**config.mk**
```make
export PLATFORM = sky130hd
export DESIGN_NAME = ifu_prefetch
export DESIGN_NICKNAME = d
export VERILOG_FILES = /design/src/rtl/ifu_prefetch.sv
export SDC_FILE = /design/constraint.sdc
export NUM_CORES = 1
export LEC_CHECK = 0
export CORE_ASPECT_RATIO = 0.75
export CORE_MARGIN = 2
export CORE_UTILIZATION = 45
export CTS_BUF_LIST = sky130_fd_sc_hd__clkbuf_4
export DETAILED_ROUTE_END_ITERATION = 16
export HOLD_SLACK_MARGIN = 0.05
export PLACE_DENSITY = 0.69
export SLEW_MARGIN = 15
export SYNTH_ARGS = -nofsm -noshare
export SYNTH_HDL_FRONTEND = slang
export SYNTH_SLANG_ARGS = --single-unit
```
**constraint.sdc**
```tcl
create_clock -name clk -period 21 [get_ports clk]
set_clock_uncertainty 0.2 [all_clocks]
set_input_delay 4.2 -clock clk [delete_from_list [all_inputs] [get_ports clk]]
set_output_delay 4.2 -clock clk [all_outputs]
set_load 0.02 [all_outputs]
```
**src/rtl/ifu_prefetch.sv**
```systemverilog
// ifu_prefetch: sequential instruction fetch unit. Keeps at most one request
// in flight to instruction memory and buffers returned instructions with
// their PCs in a small in-order FIFO for the decoder. A redirect flushes
// the FIFO and discards any stale response.
// Optional build macro IFU_PERF_EN adds perf_fetch_cnt / perf_flush_cnt.
module ifu_prefetch #(
   parameter int unsigned       ADDR_W     = 64,
   parameter int unsigned       INST_W     = 32,
   parameter logic [ADDR_W-1:0] RESET_ADDR = 64'h8000_0000,
   parameter int unsigned       DEPTH      = 2
) (
   input  logic              clk,
   input  logic              rst,
   input  logic              redirect_valid,
   input  logic [ADDR_W-1:0] redirect_pc,
   output logic              imem_req_valid,
   input  logic              imem_req_ready,
   output logic [ADDR_W-1:0] imem_req_addr,
   input  logic              imem_resp_valid,
   input  logic [INST_W-1:0] imem_resp_data,
   output logic              inst_valid,
   input  logic              inst_ready,
   output logic [ADDR_W-1:0] inst_pc,
   output logic [INST_W-1:0] inst
`ifdef IFU_PERF_EN
   ,
   output logic [63:0]       perf_fetch_cnt,
   output logic [31:0]       perf_flush_cnt
`endif
);

   localparam int unsigned PW      = $clog2(DEPTH);
   localparam logic [PW:0] DEPTH_L = (PW+1)'(DEPTH);

   typedef enum logic [1:0] {S_IDLE, S_REQ, S_WAIT} state_t;

   state_t            state_q;
   logic [ADDR_W-1:0] fpc_q, fpc_d;
   logic [ADDR_W-1:0] req_addr_q;
   logic              req_valid_q;
   logic              drop_q;
   // a redirect arrived while the current request was still unaccepted
   logic              pend_q;

   logic [ADDR_W-1:0] pc_mem_q   [DEPTH];
   logic [INST_W-1:0] inst_mem_q [DEPTH];
   logic [PW-1:0]     rd_ptr_q, rd_ptr_d, wr_ptr_q, wr_ptr_d;
   logic [PW:0]       occ_q, occ_d;
   logic [ADDR_W-1:0] head_pc_q;
   logic [INST_W-1:0] head_inst_q;

   logic              accept, push, pop;
   logic [ADDR_W-1:0] redir_pc;
   logic              unused_redir_lsb;

   assign redir_pc         = {redirect_pc[ADDR_W-1:2], 2'b00};
   assign unused_redir_lsb = ^redirect_pc[1:0];
   assign accept = (state_q == S_REQ) && imem_req_ready;
   // a response racing a redirect is stale and never enters the FIFO
   assign push   = (state_q == S_WAIT) && imem_resp_valid && !drop_q && !redirect_valid;
   assign pop    = (occ_q != '0) && inst_ready && !redirect_valid;

   assign imem_req_valid = req_valid_q;
   assign imem_req_addr  = req_addr_q;
   assign inst_valid     = (occ_q != '0);
   assign inst_pc        = head_pc_q;
   assign inst           = head_inst_q;

   // next fetch PC: redirect wins; an accept after a pending redirect keeps the target
   always_comb begin
      fpc_d = fpc_q;
      if (accept && !pend_q) fpc_d = req_addr_q + ADDR_W'(4);
      if (redirect_valid)    fpc_d = redir_pc;
   end

   // FIFO pointer / occupancy next state; redirect empties the queue
   always_comb begin
      rd_ptr_d = rd_ptr_q;
      wr_ptr_d = wr_ptr_q;
      occ_d    = occ_q;
      if (redirect_valid) begin
         rd_ptr_d = '0;
         wr_ptr_d = '0;
         occ_d    = '0;
      end else begin
         if (pop)  rd_ptr_d = rd_ptr_q + PW'(1);
         if (push) wr_ptr_d = wr_ptr_q + PW'(1);
         case ({push, pop})
            2'b10:   occ_d = occ_q + (PW+1)'(1);
            2'b01:   occ_d = occ_q - (PW+1)'(1);
            default: occ_d = occ_q;
         endcase
      end
   end

   // fetch FSM: credit-gated request issue, single outstanding, stale-drop tracking
   always_ff @(posedge clk) begin
      if (rst) begin
         state_q     <= S_IDLE;
         fpc_q       <= RESET_ADDR;
         req_addr_q  <= RESET_ADDR;
         req_valid_q <= 1'b0;
         drop_q      <= 1'b0;
         pend_q      <= 1'b0;
      end else begin
         fpc_q <= fpc_d;
         case (state_q)
            S_IDLE: begin
               if (occ_q < DEPTH_L) begin
                  state_q     <= S_REQ;
                  req_valid_q <= 1'b1;
                  req_addr_q  <= fpc_d;
               end
            end
            S_REQ: begin
               if (imem_req_ready) begin
                  state_q     <= S_WAIT;
                  req_valid_q <= 1'b0;
                  drop_q      <= pend_q || redirect_valid;
                  pend_q      <= 1'b0;
               end else if (redirect_valid) begin
                  pend_q <= 1'b1;
               end
            end
            S_WAIT: begin
               if (imem_resp_valid) begin
                  drop_q <= 1'b0;
                  if (occ_d < DEPTH_L) begin
                     state_q     <= S_REQ;
                     req_valid_q <= 1'b1;
                     req_addr_q  <= fpc_d;
                  end else begin
                     state_q <= S_IDLE;
                  end
               end else if (redirect_valid) begin
                  drop_q <= 1'b1;
               end
            end
            default: begin
               state_q     <= S_IDLE;
               req_valid_q <= 1'b0;
            end
         endcase
      end
   end

   // FIFO storage; the PC stored is the address of the accepted request
   always_ff @(posedge clk) begin
      if (push) begin
         pc_mem_q[wr_ptr_q]   <= req_addr_q;
         inst_mem_q[wr_ptr_q] <= imem_resp_data;
      end
   end

   // FIFO pointers and registered head; head holds its last value when empty
   always_ff @(posedge clk) begin
      if (rst) begin
         rd_ptr_q    <= '0;
         wr_ptr_q    <= '0;
         occ_q       <= '0;
         head_pc_q   <= '0;
         head_inst_q <= '0;
      end else begin
         rd_ptr_q <= rd_ptr_d;
         wr_ptr_q <= wr_ptr_d;
         occ_q    <= occ_d;
         if (occ_d != '0) begin
            if (push && (rd_ptr_d == wr_ptr_q)) begin
               head_pc_q   <= req_addr_q;
               head_inst_q <= imem_resp_data;
            end else begin
               head_pc_q   <= pc_mem_q[rd_ptr_d];
               head_inst_q <= inst_mem_q[rd_ptr_d];
            end
         end
      end
   end

`ifdef IFU_PERF_EN
   logic [63:0] fetch_cnt_q;
   logic [31:0] flush_cnt_q;

   assign perf_fetch_cnt = fetch_cnt_q;
   assign perf_flush_cnt = flush_cnt_q;

   // free-running wrap-around counters of FIFO pushes and redirect cycles
   always_ff @(posedge clk) begin
      if (rst) begin
         fetch_cnt_q <= '0;
         flush_cnt_q <= '0;
      end else begin
         if (push)           fetch_cnt_q <= fetch_cnt_q + 64'd1;
         if (redirect_valid) flush_cnt_q <= flush_cnt_q + 32'd1;
      end
   end
`endif

endmodule

```
-- After elaboration in Yosys (flattened, before gate mapping)
Memories as Yosys holds them, arrays and structs flattened. A register that Yosys moved wholly into a read port is not among the register bits.
Cells that the tools add are included.
- $add $sub $neg: 5
- order comparisons: 2
- equal/unequal tests: 9
- mux-type cells: 27
- reduce and logical (&&, ||, !) cells: 23
- operators by type and width (operator ; count):
    2-to-1 mux 64 bit ; 5
    case mux 64 bit (2 select lines) ; 1
    adder 64 x 3 -> 64 bit, second input constant ; 1
    2-to-1 mux 1 bit ; 13
    nonzero test 2 bit ; 5
    2-to-1 mux 2 bit ; 4
    AND reduction 4 bit ; 2
    logical AND 1 bit ; 7
    inequality test 2 bit, second input constant ; 3
    case mux 2 bit (3 select lines) ; 1
    AND reduction 3 bit ; 2
    equality test 2 x 1 -> 1 bit, second input constant ; 2
    equality test 2 bit, second input constant ; 2
    less-than comparator 2 bit, second input constant ; 2
    case mux 2 bit (2 select lines) ; 1
    zero test 1 bit ; 3
    inequality test 3 bit, second input constant ; 1
    case mux 1 bit (3 select lines) ; 1
    adder 1 bit, second input constant ; 2
    adder 2 x 1 -> 2 bit, second input constant ; 1
    zero test 2 bit ; 1
    inequality test 2 x 1 -> 1 bit, second input constant ; 1
    case mux 1 bit (2 select lines) ; 1
    AND reduction 2 bit ; 1
    other kinds (3) ; 3
- bits in registers: 137
- RAM bits: 192
- input bits: 102
- output and inout bits: 162
- logic and storage cells: 77
- memories: 2
- memories (memory ; depth ; width ; rd ports ; clocked after memory_dff ; wr ports ; RTL line ; RTL):
    pc_mem_q ; 2 ; 64 ; 1 ; 1 ; 1 ; 45 ; logic [ADDR_W-1:0] pc_mem_q [DEPTH];
    inst_mem_q ; 2 ; 32 ; 1 ; 1 ; 1 ; 46 ; logic [INST_W-1:0] inst_mem_q [DEPTH];

-- Depth between registers and ports, before layout
- depth after elaboration: 11
- depth in mapped cells: 15
- gate-level depth less buffers: 9

-- Worst setup path before layout
No wires, ideal clock.
- path kind: input port to flip-flop
- start: input redirect_valid
- end: register head_pc_q[50] (netlist: inst_pc[50]) (read register of pc_mem_q)
- library setup time: 60 ps
- arrival: 15379 ps
- data required time: 20740 ps
- setup slack: 5361 ps
- cell stages on the path: 8
- path buffers: 3
- path through: clkbuf_1 -> nor4_1 -> o21a_1 -> a21oi_1 -> nor2_1 -> clkbuf_1 -> clkbuf_1 -> a221o_1
- word-level cells in the longest chain between the ends: 6
- elaborated cells between the ends (all ways): 10
- those cells by class: 2 x eq/ne; 4 x mux; 4 x reduce/logical
- RTL lines (element ; RTL line ; RTL):
    start: declaration ; 14 ; input logic redirect_valid,
    zero test 1 bit ; 60, 61 ;
    logical AND 1 bit (on tied branches) ; 61, 60 ;
    equality test 2 x 1 -> 1 bit / equality test 2 bit (equally long branches) ; 88 ; case ({push, pop})
    case mux 2 bit (2 select lines) ; 88 ;
    2-to-1 mux 2 bit ; 81 ; if (redirect_valid) begin
    nonzero test 2 bit ; 167 ; if (occ_d != '0) begin
    end: declaration ; 49 ; logic [ADDR_W-1:0] head_pc_q;
Parallel ways exist; a longest one is shown, timed or not.
A chain may end at the register's enable or synchronous reset.

-- Worst setup path in the final report
- start: input redirect_valid
- end: register head_pc_q[8] (netlist: inst_pc[8]) (read register of pc_mem_q)
Same word-level chain as after synthesis.

==> results_dict.tcl <==
set metrics [dict create \
    setup_tns_ps 0 \
    critical_path_class "primary input to register" \
    p_comb_frac 0.083 \
    root_buffer "clkbuf_4" \
    drive_above_1_share 0.126 \
    cts_sinks 425 \
    grt_max_degree 101 \
    drv_slew 0 \
    max-cap-violations 0 \
    worstReg2RegStart "state_q[1]$_SDFFE_PP0P_" \
    synth.top_cell.area_share 0.338 \
    grtUsageMet2 0.366 \
    wl_per_cell_um 20.8 \
    swShare 0.248 \
    grt_pass1_wl_um 74900 \
    critPathRequiredTime_ps 21490 \
    syn_inst 1488 \
    synthTopCellsByArea "edfxtp_1, dfxtp_1, mux2i_1" \
    rsz0062_at_grt "false" \
    ctsLongestPathBuffers 3 \
    fp.coreArea_um2 37200 \
    htreeDepth 3 \
    worstMarginPinSlew_ps 1210 \
    die_w_um 229 \
    ys_ff_latch 425 \
    post-place-cells 2150 \
    multi_input_area_um2 6170 \
    port_buffers 261 \
    finalHoldViolations 0 \
    seq_area_frac_synth 0.612 \
    wl_um 48800 \
    ctsResizeCount 0 \
    syn_avg_cell_area_um2 11.4 \
    ios 264 \
    seq_area_um2 10400 \
    crit_path_start "redirect_valid" \
    min_period_ps 7960 \
    grt_util_met1 0.335 \
    postRouteAntennaNets 0 \
    hpwl_um 29400 \
    slew_headroom 0.187 \
    fin_cells 2345 \
    cts_hold_buf 0 \
    drt_iter0_drc 1089 \
    synth_warnings 0 \
    gp_congestion 0.840 \
    grt-ovfl-total 0 \
    dieHeight_um 173 \
    grt_usage 0.242 \
    netlist_area_um2 17000 \
    synth_cell_types 61 \
    period_share 0.379 \
    viasPerCell 5.73 \
    grt_use_met3 0.0685 \
    cts_tree "yes" \
    drt_first_pass_iters 5 \
    antenna_found_initial 7 \
    cp.arrival_ps 8450 \
    hp-class "register to register" \
    fillers 3154 \
    initial_core_util 0.458 \
    vdd_ir_drop_max_uv 46.7 \
    async_flop_share 0 \
    worstPathMaxFanout 87 \
    pwr-share-clk 0.404 \
    worstSetupEndpointType "register" \
    finalSetupViolCount 0 \
    status "completed" \
    p_int_mw 1.36 \
    clkSlewWorstSetupHoldPaths_ps 60 \
    hold_start "fpc_q[0]$_SDFF_PP0_" \
    vias 13400 \
    ys.flop_type "dfxtp_1" \
    switchingPower_uw 448 \
    drc 0 \
    synth_edf_count 192 \
    fin_hold_ws_ps 261 \
    power_frac_seq 0.514 \
    synth_area_leader_cell "edfxtp_1" \
    syn-num-nets 1592 \
    fmax_ghz 0.126 \
    rows 61 \
    power_mw 1.81 \
    grt_pass1_vias 12900 \
    power_density_nw_per_um2 84.2 \
    numCtsBuffers 104 \
    post_cts_buffers 0 \
    p_leak_nw 7.38 \
    dieArea_um2 39400 \
    fin_nets 1856 \
    clock_latency_ps 790 \
    start_kind "primary input" \
    area_growth_pct 26.0 \
    busiest_layer "met2" \
]
==> power groups by stage <==
stage               combinational, mW  sequential [mW]  clock (mW)
global placement                0.145            0.944           0
detailed placement              0.148            0.946           0
finish                          0.149            0.928       0.729
CTS                             0.149            0.928       0.749
floorplan                      0.0677            0.946           0
global route                    0.160            0.932       0.789
==> cells in the final DEF, fill, tap and decap left out, types with 17 or more instances in the layout <==
cell type        synthesis  final
xnor2_1                 29     29
edfxtp_1               192    192
and3_1                  52     52
o21ai_0                 39     39
dfxtp_1                233    233
a21oi_1                 88     87
a211oi_1                41     41
clkbuf_4                 0    184
nor2_1                 191    187
clkdlybuf4s50_1          0    259
a221o_1                 96     96
nand2_1                 57     57
buf_4                    0     19
nor4_1                  19     18
mux2i_1                 97     97
nand4_1                 17     17
nand3_1                 32     32
nor3_1                  27     27
==> worst max-delay path, stage by stage <==
cell     delay, ps
buf_2           80
buf_4          780
or3_1          330
ha_1           340
nor3b_1        170
a31oi_1        470
nand2_1        220
nor2_4         600
buf_4          840
a221o_1        280
==> flip-flops by register name (all words and copies together), names as in the netlist <==
| register | count |
|---|---|
| inst | 32 |
| rd_ptr_q | 1 |
| inst_mem_q | 64 |
| occ_q | 2 |
| state_q | 2 |
| inst_pc | 64 |
| drop_q | 1 |
| pc_mem_q | 128 |
| imem_req_addr | 64 |
| wr_ptr_q | 1 |
| fpc_q | 64 |
| pend_q | 1 |
| imem_req_valid | 1 |
==> worst paths after layout <==
check                                 end  slack (ps)  cells past startpoint
hold / removal        fpc_q[0]$_SDFF_PP0_         260                      2
setup / recovery  inst_pc[8]$_SDFFE_PP0P_       13040                     10
setup reg to reg  inst_pc[8]$_SDFFE_PP0P_       16500                      9
hold reg to reg       fpc_q[0]$_SDFF_PP0_         260                      2
==> area by class of cell <==
type	instances	share of cell area
inverters	10	0.00175
well taps	504	0.0294
diodes	2	0.000233
multi-input cells	932	0.288
clock buffers	184	0.0644
flip-flops and latches	425	0.486
clock inverters	9	0.00280
repair buffers	279	0.128
==> metrics by stage <==
step	setup slack [ps]	utilization	cell area, um^2
floorplan	5360	-	17000
global placement	12410	0.538	20000
detailed placement	12360	0.538	20000
CTS	13210	0.577	21500
global route	12920	0.577	21500
finish	13040	0.577	21500
==> cells in the mapped netlist (3+ instances only) <==
library cell,number
and4_1,8
and2_1,6
nand3_1,32
o211ai_1,4
a21oi_1,88
dfxtp_1,233
nor3_1,27
inv_1,9
edfxtp_1,192
a211o_1,4
clkbuf_1,94
buf_1,16
a31oi_1,7
mux2i_1,97
a221oi_1,12
nor4_1,19
xnor2_1,29
o22ai_1,13
a211oi_1,41
buf_2,10
or4_1,6
o21a_1,3
o21ai_0,39
and3_1,52
o21ai_1,6
or3_1,9
o31a_1,13
nor2_1,191
xor2_1,14
a221o_1,96
a31o_2,7
nand2_1,57
nand4_1,17
==> cell families (layout without fill, tap and decap cells) <==
| group | Yosys count | after routing | share of synthesized area |
|---|---|---|---|
| AOI/OAI and AO/OA | 351 | 351 | 0.152 |
| xor gates and xnor gates | 43 | 43 | 0.0221 |
| adders and majority gates | 2 | 2 | 0.00147 |
| buffers and inverters | 131 | 482 | 0.0300 |
| DFF | 425 | 425 | 0.612 |
| muxes | 98 | 98 | 0.0577 |
| other | 0 | 2 | 0 |
| and+or+nand+nor | 438 | 438 | 0.125 |
==> layer usage <==
layer / vias to the layer above / routed length, um
met5: - / 44
met4: 6 / 924
met3: 80 / 3750
met2: 529 / 21800
met1: 6598 / 22300
li1: 6230 / -
(Power assumes the default switching activity.)
